**src/rtl/serial_deserializer.sv**
```systemverilog
// MSB-first serial-to-parallel receiver with framed bit counting, a one-entry
// valid/ready output buffer, a sticky overrun flag and a truncated-frame pulse.
module serial_deserializer #(
    parameter int DATA_WIDTH = 8
) (
    input  logic                  clk,
    input  logic                  reset,
    input  logic                  frame,
    input  logic                  bit_en,
    input  logic                  data_in,
    output logic [DATA_WIDTH-1:0] data_out,
    output logic                  valid,
    input  logic                  ready,
    output logic                  busy,
    output logic                  overrun,
    output logic                  frame_err,
    input  logic                  err_clr,
    output logic [1:0]            state_dbg
);

    localparam int CW = $clog2(DATA_WIDTH) + 1;

    typedef enum logic [1:0] {
        S_IDLE     = 2'd0,
        S_SHIFT    = 2'd1,
        S_WAIT_END = 2'd2
    } state_t;

    // Handshake: data_out is transferred on any rising edge where valid && ready;
    // valid only falls after such a transfer and data_out is stable while valid.

    state_t                state_q, state_d;
    logic [CW-1:0]         cnt_q, cnt_d;
    logic [DATA_WIDTH-1:0] sr_q, sr_d;
    logic [DATA_WIDTH-1:0] data_q, data_d;
    logic                  valid_q, valid_d;
    logic                  busy_q, busy_d;
    logic                  overrun_q, overrun_d;
    logic                  frame_err_q, frame_err_d;

    logic [DATA_WIDTH-1:0] shifted;
    logic                  complete;
    logic                  drop;

    assign shifted = {sr_q[DATA_WIDTH-2:0], data_in};

    always_comb begin
        state_d     = state_q;
        cnt_d       = cnt_q;
        sr_d        = sr_q;
        frame_err_d = 1'b0;
        complete    = 1'b0;
        case (state_q)
            S_IDLE: begin
                cnt_d = '0;
                if (frame) begin
                    state_d = S_SHIFT;
                    if (bit_en) begin
                        sr_d  = shifted;
                        cnt_d = CW'(1);
                    end
                end
            end
            S_SHIFT: begin
                if (!frame) begin
                    state_d     = S_IDLE;
                    cnt_d       = '0;
                    frame_err_d = 1'b1;
                end else if (bit_en) begin
                    sr_d = shifted;
                    if (cnt_q == CW'(DATA_WIDTH - 1)) begin
                        complete = 1'b1;
                        state_d  = S_WAIT_END;
                        cnt_d    = '0;
                    end else begin
                        cnt_d = cnt_q + CW'(1);
                    end
                end
            end
            S_WAIT_END: begin
                // Extra bits after a full word are ignored until frame falls.
                if (!frame) begin
                    state_d = S_IDLE;
                end
            end
            default: begin
                state_d = S_IDLE;
                cnt_d   = '0;
            end
        endcase
    end

    always_comb begin
        data_d  = data_q;
        valid_d = valid_q;
        drop    = 1'b0;
        if (complete) begin
            // A same-cycle consume frees the buffer for the new word.
            if (!valid_q || ready) begin
                data_d  = shifted;
                valid_d = 1'b1;
            end else begin
                drop = 1'b1;
            end
        end else if (valid_q && ready) begin
            valid_d = 1'b0;
        end
        overrun_d = (overrun_q && !err_clr) || drop;
        busy_d    = (state_d != S_IDLE);
    end

    always_ff @(posedge clk) begin
        if (reset) begin
            state_q     <= S_IDLE;
            cnt_q       <= '0;
            sr_q        <= '0;
            data_q      <= '0;
            valid_q     <= 1'b0;
            busy_q      <= 1'b0;
            overrun_q   <= 1'b0;
            frame_err_q <= 1'b0;
        end else begin
            state_q     <= state_d;
            cnt_q       <= cnt_d;
            sr_q        <= sr_d;
            data_q      <= data_d;
            valid_q     <= valid_d;
            busy_q      <= busy_d;
            overrun_q   <= overrun_d;
            frame_err_q <= frame_err_d;
        end
    end

    assign data_out  = data_q;
    assign valid     = valid_q;
    assign busy      = busy_q;
    assign overrun   = overrun_q;
    assign frame_err = frame_err_q;
    assign state_dbg = state_q;

endmodule

```
**config.mk**
```make
export PLATFORM = sky130hd
export DESIGN_NAME = serial_deserializer
export DESIGN_NICKNAME = d
export VERILOG_FILES = /design/src/rtl/serial_deserializer.sv
export SDC_FILE = /design/constraint.sdc
export NUM_CORES = 1
export LEC_CHECK = 0
export BUFFER_PORTS_ARGS = -buffer_cell sky130_fd_sc_hd__clkbuf_2
export CAP_MARGIN = 20
export CORE_ASPECT_RATIO = 0.7
export CORE_UTILIZATION = 56
export DETAILED_ROUTE_END_ITERATION = 10
export PLACE_DENSITY = 0.81
export SLEW_MARGIN = 20
export SYNTH_ARGS = -nofsm -noshare
export SYNTH_HDL_FRONTEND = slang
export SYNTH_SLANG_ARGS = --single-unit
export TNS_END_PERCENT = 50
```
**constraint.sdc**
```tcl
create_clock -name clk -period 2.1 [get_ports clk]
set_input_delay 0.21 -clock clk [delete_from_list [all_inputs] [get_ports clk]]
set_output_delay 0.21 -clock clk [all_outputs]
set_load 0.005 [all_outputs]
```
Yosys cells after proc, flatten, opt, wreduce, memory -nomap -nowiden
Cells that the tools add are included.

Bits in registers: 25. Bits of input ports: 7. Output and inout bits: 14. Word-level logic and storage cells: 53.

$add $sub $neg: 1. Eq/ne operators: 5. Mux-type cells: 22. Bitwise logic cells: 2. Reduce and logical (&&, ||, !) cells: 15.

Operators by type and width (number): $mux 1 (12); $mux 4 (3); $pmux 4 s3 (1); $mux 2 (5); $pmux 2 s3 (1); $reduce_and 2->1 (3); $add 4x1->4 const B (1); $eq 4x3->1 const B (1); $reduce_bool 2->1 (2); $reduce_or 2->1 (2); $ne 3x3->1 const B (1); $reduce_and 3->1 (1); $eq 2x1->1 const B (1); $eq 2x2->1 const B (1); $logic_and 1x1->1 (2); $logic_not 1->1 (2); $logic_not 2->1 (1); $logic_or 1x1->1 (2); $ne 2x1->1 const B (1); $not 1->1 (2).

Logic depth before layout (Yosys ltp)
Gate-level depths: netlist (run 1).

Word-level depth: 7. Depth in mapped cells: 5. Gate-level depth less buffers: 4.

Worst setup path before layout (run 1)
OpenSTA, ideal clock, no wires.

Path kind: register to register. From: register cnt_q[0]. To: register data_q[0], in the netlist data_out[0]. Setup time: 0.072 ns. Arrival time: 1.264 ns. Required time: 2.028 ns. Path slack: 0.765 ns. Cell stages (with the launch flop): 6. Path buffers: 1. Clock period less this slack: 1.335 ns. Cells stage by stage: dfxtp_1 -> ha_1 -> and4b_1 -> and3b_1 -> buf_6 -> mux2i_1.

Word-level cells in the longest chain between the ends: 6.

RTL lines: start: declaration (RTL line 33) `logic [CW-1:0] cnt_q, cnt_d;`; start signal: assignment (RTL line 124) `cnt_q <= cnt_d;`; $eq 4x3->1 (RTL line 71) `if (cnt_q == CW'(DATA_WIDTH - 1)) begin`; $mux 1 (RTL line 71); $mux 1 (RTL line 69) `end else if (bit_en) begin`; $mux 1 (RTL line 65) `if (!frame) begin`; $mux 1 (RTL line 53) `case (state_q)`; $reduce_and 2->1 (no source line); end signal: assignment (RTL line 126) `data_q <= data_d;`; end: declaration (RTL line 35) `logic [DATA_WIDTH-1:0] data_q, data_d;`.

Every way passes these cells. A chain may end at the register's enable or synchronous reset.

Final worst setup path (run 1)
From: register cnt_q[0]. To: register data_q[4], in the netlist data_out[4].

Same word-level chain as after synthesis.

==> results.tsv, run 1 <==
stage	metric	value	unit
sta	slew_viol_final	0	
synthesis	synthCells	109	
synthesis	yosys.area.top_type	dfxtp_1	
clocking	clk_pin_slew	0.12	ns
worst_setup_path	crit_family	simple AND/OR/NAND/NOR gates	
sta	fmax	562	MHz
finish	areaGrowthSynthToFinish	10.5	%
finish	final_common_cell	dfxtp_1	
sta	hold_viol	0	
drt	dr.pass1.iters	4	
finish	stdcell_count	148	
floorplanning	die_h	38.9	um
floorplanning	start_util	0.641	
worst_setup_path	critical_path.max_stage_delay	0.51	ns
synthesis	ys_ff_latch	25	
sta	finalWorstSetupSlack	0.319	ns
floorplanning	dieArea	2120	sq um
placed_design	hpwl	1.28	mm
drt	drt_iter0_markers	19	
status	outcome	finished clean	
drt	dr_total_vias	801	
worst_setup_path	critPathLaunchType	flip-flop	
grt	track_usage	0.219	
pwr	internal_power	574	uW
grt	grt_pass1_vias	691	
drt	wl_met1	1.03	mm
sta	fin_crit_sh	0.848	
finish	most-common-layout-cells	dfxtp_1, clkbuf_2, nand2b_1	
sta	rsz0062_at_grt	false	
worst_setup_path	required	2.35	ns
sta	slew-limit-headroom	0.656	
pwr	finalPower	737	uW
worst_setup_path	crit_start	cnt_q[0]	
sta	fin_worst_hold_slack	0.140	ns
synthesis	ys_types	29	
pwr	irDropWorstVdd	0.457	mV
synthesis	synth_area	1090	sq um
sta	fin_tns_setup	0	ns
floorplanning	core_area	1700	sq um
pwr	pwr-share-comb	0.060	
worst_setup_path	critPathKind	flip-flop to flip-flop	
clocking	cts_setup_buffers	0	
min_path	hold_class	input port to flip-flop	
placed_design	place_inst	144	
clocking	clk_latency	0.32	ns
pwr	cellPowerDensity	613	nW/um^2
pwr	pwr-share-clk	0.284	
drt	wl_met2	741	um
worst_setup_path	cp-end-kind	flip-flop	
drt	wire_per_inst	12.6	um
finish	diodes	0	
sta	final.min_clock_period	1.78	ns
synthesis	yosysWarnings	0	
floorplanning	pin_count	21	
synthesis	syn_area_per_cell	9.98	sq um
finish	fin_nets	136	
grt	grt_pass1_wl	3.15	mm
drt	met3_length	90	um
pwr	seqPwrFrac	0.656	
placed_design	gp_congestion	0.864	
worst_setup_path	cp.arrival	2.03	ns
clocking	cts_tree	done	
drt	top_layer_used	met3	
pwr	p_sw	163	uW
clocking	cts_resized	0	
worst_setup_path	path_cells	ha_1 -> and4b_1 -> and3b_1 -> mux2i_1	
worst_setup_path	r2r-start	cnt_q[0]	
synthesis	yosysTopAreaCellShare	0.460	
clocking	cts_hold_buf	0	
synthesis	synthTopCellsByArea	dfxtp_1, mux2i_1, nand2b_1	
clocking	cts-root-buf	clkbuf_4	
grt	antenna_found_initial	0	
clocking	cts_buffer_depth	2	
drt	totalWireLength	1.87	mm
grt	grt_overflow	0	
worst_setup_path	cp_max_fo	8	
grt	grt_max_degree	35	
sta	fin_worst_skew	0.00254	ns
run	drv_cap	0	
clocking	clock-sinks	25	
pwr	switching_share	0.221	
drt	viasPerCell	5.41	
clocking	cts_buffers	3	
min_path	min_from	frame	
placed_design	port_buffers	20	
floorplanning	fp.dieW	54.7	um
worst_setup_path	path_buf_inv	0	
placed_design	dp_slack	0.398	ns
finish	drive_gt1_frac	0.197	
drt	detail-route-antenna-nets	0	
worst_setup_path	slowest_stage	and3b_1	
floorplanning	rows	12	
sta	finalSetupViolCount	0	
synthesis	syn_nets	117	
synthesis	yosysSeqAreaShare	0.460	
sta	tightestPinTransition	0.516	ns
pwr	p_leak	0.000503	uW
finish	fillCellCount	135	
clocking	ctsHtreeMaxLevel	1	
drt	drc	0	
[metrics by stage]
stage          instance area [sq um]  utilization
4_1_cts                         1200        0.708
2_1_floorplan                   1090            -
3_5_place_dp                    1170        0.692
3_3_place_gp                    1170        0.692
5_1_grt                         1200        0.708
6_report                        1200        0.708
[cell families after synthesis]
| kind of cell | after synthesis | share of synthesized area |
|---|---|---|
| and+or+nand+nor | 46 | 0.266 |
| DFF | 25 | 0.460 |
| muxes | 15 | 0.138 |
| AOI/OAI and AO/OA | 13 | 0.0783 |
| buffers and inverters | 9 | 0.0460 |
| adders and majority gates | 1 | 0.0115 |
[state kept, by name (all words and copies together), names as in the netlist]
| name | cells |
|---|---|
| cnt_q | 4 |
| sr_q | 7 |
| busy | 1 |
| state_dbg | 2 |
| data_out | 8 |
| valid | 1 |
| frame_err | 1 |
| overrun | 1 |
[per-layer routing]
layer,vias to the layer above,track usage
li1,418,-
met1,365,0.311
met2,18,0.295
met3,0,0.0941
met4,0,0.0641
met5,-,0
[worst register-to-register path, delay by kind of cell (launching register included)]
family	cells	cell delay [ns]
flip-flops	1	0.40
multiplexers	1	0.25
adder cells (fa/ha/maj)	1	0.24
AND/OR/NAND/NOR	2	0.83
[final cells by class]
| cell class | count | area, sq um | area share |
|---|---|---|---|
| Inverter | 3 | 11.3 | 0.00938 |
| Timing Repair Buffer | 20 | 100 | 0.0833 |
| Multi-Input combinational cell | 75 | 537 | 0.447 |
| Clock buffer | 4 | 26.3 | 0.0219 |
| Sequential cell | 25 | 500 | 0.417 |
| Tap cell | 21 | 26.3 | 0.0219 |
[final timing paths]
kind,to,slack (ns),depth (start not counted)
worst max-delay path,data_out[4],0.32,4
worst min-delay path,frame_err,0.14,2
worst max register to register,data_out[4],0.32,4
worst min register to register,data_out[2],0.48,2
[cell usage after synthesis, drive strengths merged]
master and instances:
buf 3, nor2 11, or4 1, and2b 1, ha 1, inv 3
and4bb 2, nor2b 2, o21ai 2, a211oi 1, o32ai 1, a21oi 5
dfxtp 25, nand2b 18, nand4b 1, a32oi 1, o2bb2ai 1, and4b 1
o31ai 1, nand3b 1, clkbuf 3, a2111oi 1, and3b 3, nand2 1
nor3b 1, mux2i 15, nor4b 1, nand3 2
[power groups by stage]
stage,Sequential (uW),Clock (uW),Combinational (uW)
after floorplan,493,0,30.7
after global placement,494,0,43.7
after detailed placement,494,0,43.7
after CTS,483,222,43.8
after global routing,484,236,48.5
final,483,209,44.2
No activity file was read; power rests on OpenSTA's default activity.
==> run 2: changes to the inputs <==
Settings changed: ABC_AREA from default to 1, CORE_UTILIZATION 56 to 47, PLACE_DENSITY 0.81 to 0.72.
Clock period 2.1 ns to 1.5 ns, I/O delays scaled along.
==> results.tsv, run 2 <==
stage	metric	value	unit
status	outcome	finished clean	
drt	wl_met1	1.07	mm
sta	hold_viol	0	
grt	grt_overflow	0	
synthesis	synth_adder_area_share	0.0117	
drt	top_layer_used	met4	
synthesis	synth-edff-count	0	
floorplanning	fp.dieW	59.1	um
worst_setup_path	path_cells	ha_2 -> nand3_2 -> nor2_4 -> nand3_4 -> nand2_2 -> nand2_1 -> nor2_1	
worst_setup_path	critPathLaunchType	flip-flop	
floorplanning	die_h	41.9	um
placed_design	hpwl	1.39	mm
clocking	cts_buffer_depth	2	
synthesis	ys_ff_latch	25	
worst_setup_path	crit_start	cnt_q[0]	
sta	finalSetupViolCount	0	
finish	final_common_cell	nor2_1	
finish	diodes	0	
pwr	cellPowerDensity	848	nW/um^2
placed_design	gp_congestion	0.788	
grt	grt_pass1_wl	3.28	mm
clocking	cts_buffers	3	
worst_setup_path	r2r-start	cnt_q[0]	
clocking	clock-sinks	25	
synthesis	synth-xor-area-share	0	
synthesis	yosysTopAreaCellShare	0.467	
clocking	clk_pin_slew	0.13	ns
finish	areaGrowthSynthToFinish	17.2	%
synthesis	synth_async_sr_flop_share	0	
worst_setup_path	endpoint	data_out[7]	
clocking	clk_latency	0.32	ns
synthesis	synth_mux_area_frac	0	
synthesis	synthTopCellsByArea	dfxtp_1, nor2_1, nand2_1	
synthesis	syn_nets	160	
synthesis	yosysSeqAreaShare	0.467	
sta	fin_worst_skew	0.00764	ns
synthesis	yosysMostFrequentCell	nor2_1	
worst_setup_path	required	1.76	ns
clocking	cts_tree	done	
sta	slew_viol_final	0	
finish	fin_nets	185	
drt	viasPerCell	4.69	
synthesis	syn_area_per_cell	7.05	sq um
drt	detail-route-antenna-nets	0	
floorplanning	rows	14	
sta	fin_crit_sh	0.923	
synthesis	synth_common_cells	nor2_1, nand2_1, dfxtp_1	
sta	final.min_clock_period	1.38	ns
min_path	hold_class	input port to flip-flop	
floorplanning	dieArea	2480	sq um
finish	most-common-layout-cells	nor2_1, nand2_1, dfxtp_1	
drt	drt_iter0_markers	11	
worst_setup_path	critical_path.max_stage_delay	0.39	ns
sta	slew-limit-headroom	0.678	
placed_design	dp_slack	0.0949	ns
synthesis	synth_top_family_by_area	simple AND/OR/NAND/NOR gates	
grt	grt_max_degree	19	
pwr	irDropWorstVdd	0.579	mV
synthesis	synthFlopType	dfxtp_1	
worst_setup_path	cp_max_fo	8	
grt	grt_pass1_vias	820	
floorplanning	pin_count	21	
drt	dr_total_vias	975	
drt	wl_met2	873	um
clocking	cts-root-buf	clkbuf_4	
clocking	ctsHtreeMaxLevel	1	
drt	met3_length	78	um
worst_setup_path	cp-end-kind	flip-flop	
finish	largest_register_ffs	8	
synthesis	ys_types	19	
placed_design	port_buffers	20	
synthesis	yosys.area.top_type	dfxtp_1	
grt	track_usage	0.174	
worst_setup_path	slowest_stage	dfxtp_4	
grt	antenna_found_initial	0	
synthesis	synthCells	152	
synthesis	yosysWarnings	0	
worst_setup_path	worst_r2r_path_depth	7	
synthesis	synth_compound_gate_area_share	0.0654	
synthesis	synth_area	1070	sq um
worst_setup_path	ff2ff_setup_slack	0.12	ns
floorplanning	start_util	0.497	
drt	drc	0	
drt	dr.pass1.iters	4	
worst_setup_path	rr_endpoint	data_out[7]	
drt	wire_per_inst	9.81	um
run	drv_cap	0	
worst_setup_path	cp.arrival	1.64	ns
drt	totalWireLength	2.04	mm
sta	finalWorstSetupSlack	0.115	ns
sta	fmax	722	MHz
worst_setup_path	critPathKind	flip-flop to flip-flop	
finish	drive_gt1_frac	0.210	
finish	final_core_util	0.582	
floorplanning	core_area	2150	sq um
sta	tightestPinTransition	0.483	ns
synthesis	synth-simple-area-share	0.361	
pwr	p_leak	0.000628	uW
==> run 2: changes by cell type after synthesis, sizes merged, moves of 2 or more <==
cell | previous run | this run
nor2b | 2 | 0
nand2 | 1 | 38
nor3 | 0 | 2
inv | 3 | 22
nand4 | 0 | 2
and3b | 3 | 0
mux2i | 15 | 0
clkbuf | 3 | 0
and4bb | 2 | 0
nor2 | 11 | 40
nand2b | 18 | 0
nand3 | 2 | 5
o21ai | 2 | 8
==> run 2: routing by layer <==
metal	vias up	GRT usage
li1	515	-
met1	442	0.237
met2	14	0.266
met3	4	0.0561
met4	0	0.0429
met5	-	0
==> run 2: what timing repair did <==
action                     CTS  global route
buffers inserted             0             0
hold endpoints to repair     0             0
setup endpoints to repair    0             9
hold buffers                 0             0
resized for setup            0             6
==> run 2: final cells by class <==
type	instances	area [sq um]
fillers	214	900
flip-flops and latches	25	505
multi-input cells	104	493
repair buffers	21	108
inverters	22	82.6
well taps	32	40.0
clock buffers	4	26.3
==> run 2: worst min path at each step <==
stage	startpoint	endpoint	slack, ns	depth (start not counted)
global route	frame	frame_err	0.03	2
floorplan	reset	cnt_q[0]	0.22	1
CTS	frame	frame_err	0.03	2
global placement	frame	frame_err	0.37	2
detailed placement	frame	frame_err	0.38	2
finish	frame	frame_err	0.03	2
==> run 2: kinds of logic (layout without fill, tap and decap cells) <==
group                      Yosys count  after routing
and+or+nand+nor                     88             89
AOI/OAI and AO/OA                   14             14
buffers and inverters               24             47
DFF                                 25             25
adders and majority gates            1              1
==> run 2: metrics by stage <==
step                TNS [ns]  power (uW)  hold slack, ns  cell area (sq um)  std cells
CTS                        0        1080          0.0268               1230        207
floorplan                  0         754           0.219               1070        152
finish                     0        1060          0.0323               1250        208
global route         -0.0155        1110          0.0290               1250        208
global placement           0         779           0.369               1200        203
detailed placement         0         781           0.379               1200        203
==> run 2: worst max-delay path, delay by kind of cell (launching register included) <==
family / cells / cell delay [ns]
simple gates: 6 / 0.74
flops: 1 / 0.39
fa+ha+maj: 1 / 0.20
==> run 2: where the power goes <==
| group | internal [uW] | switching [uW] |
|---|---|---|
| registers | 681 | 13.1 |
| logic | 26.7 | 48.8 |
| clock network | 104 | 191 |
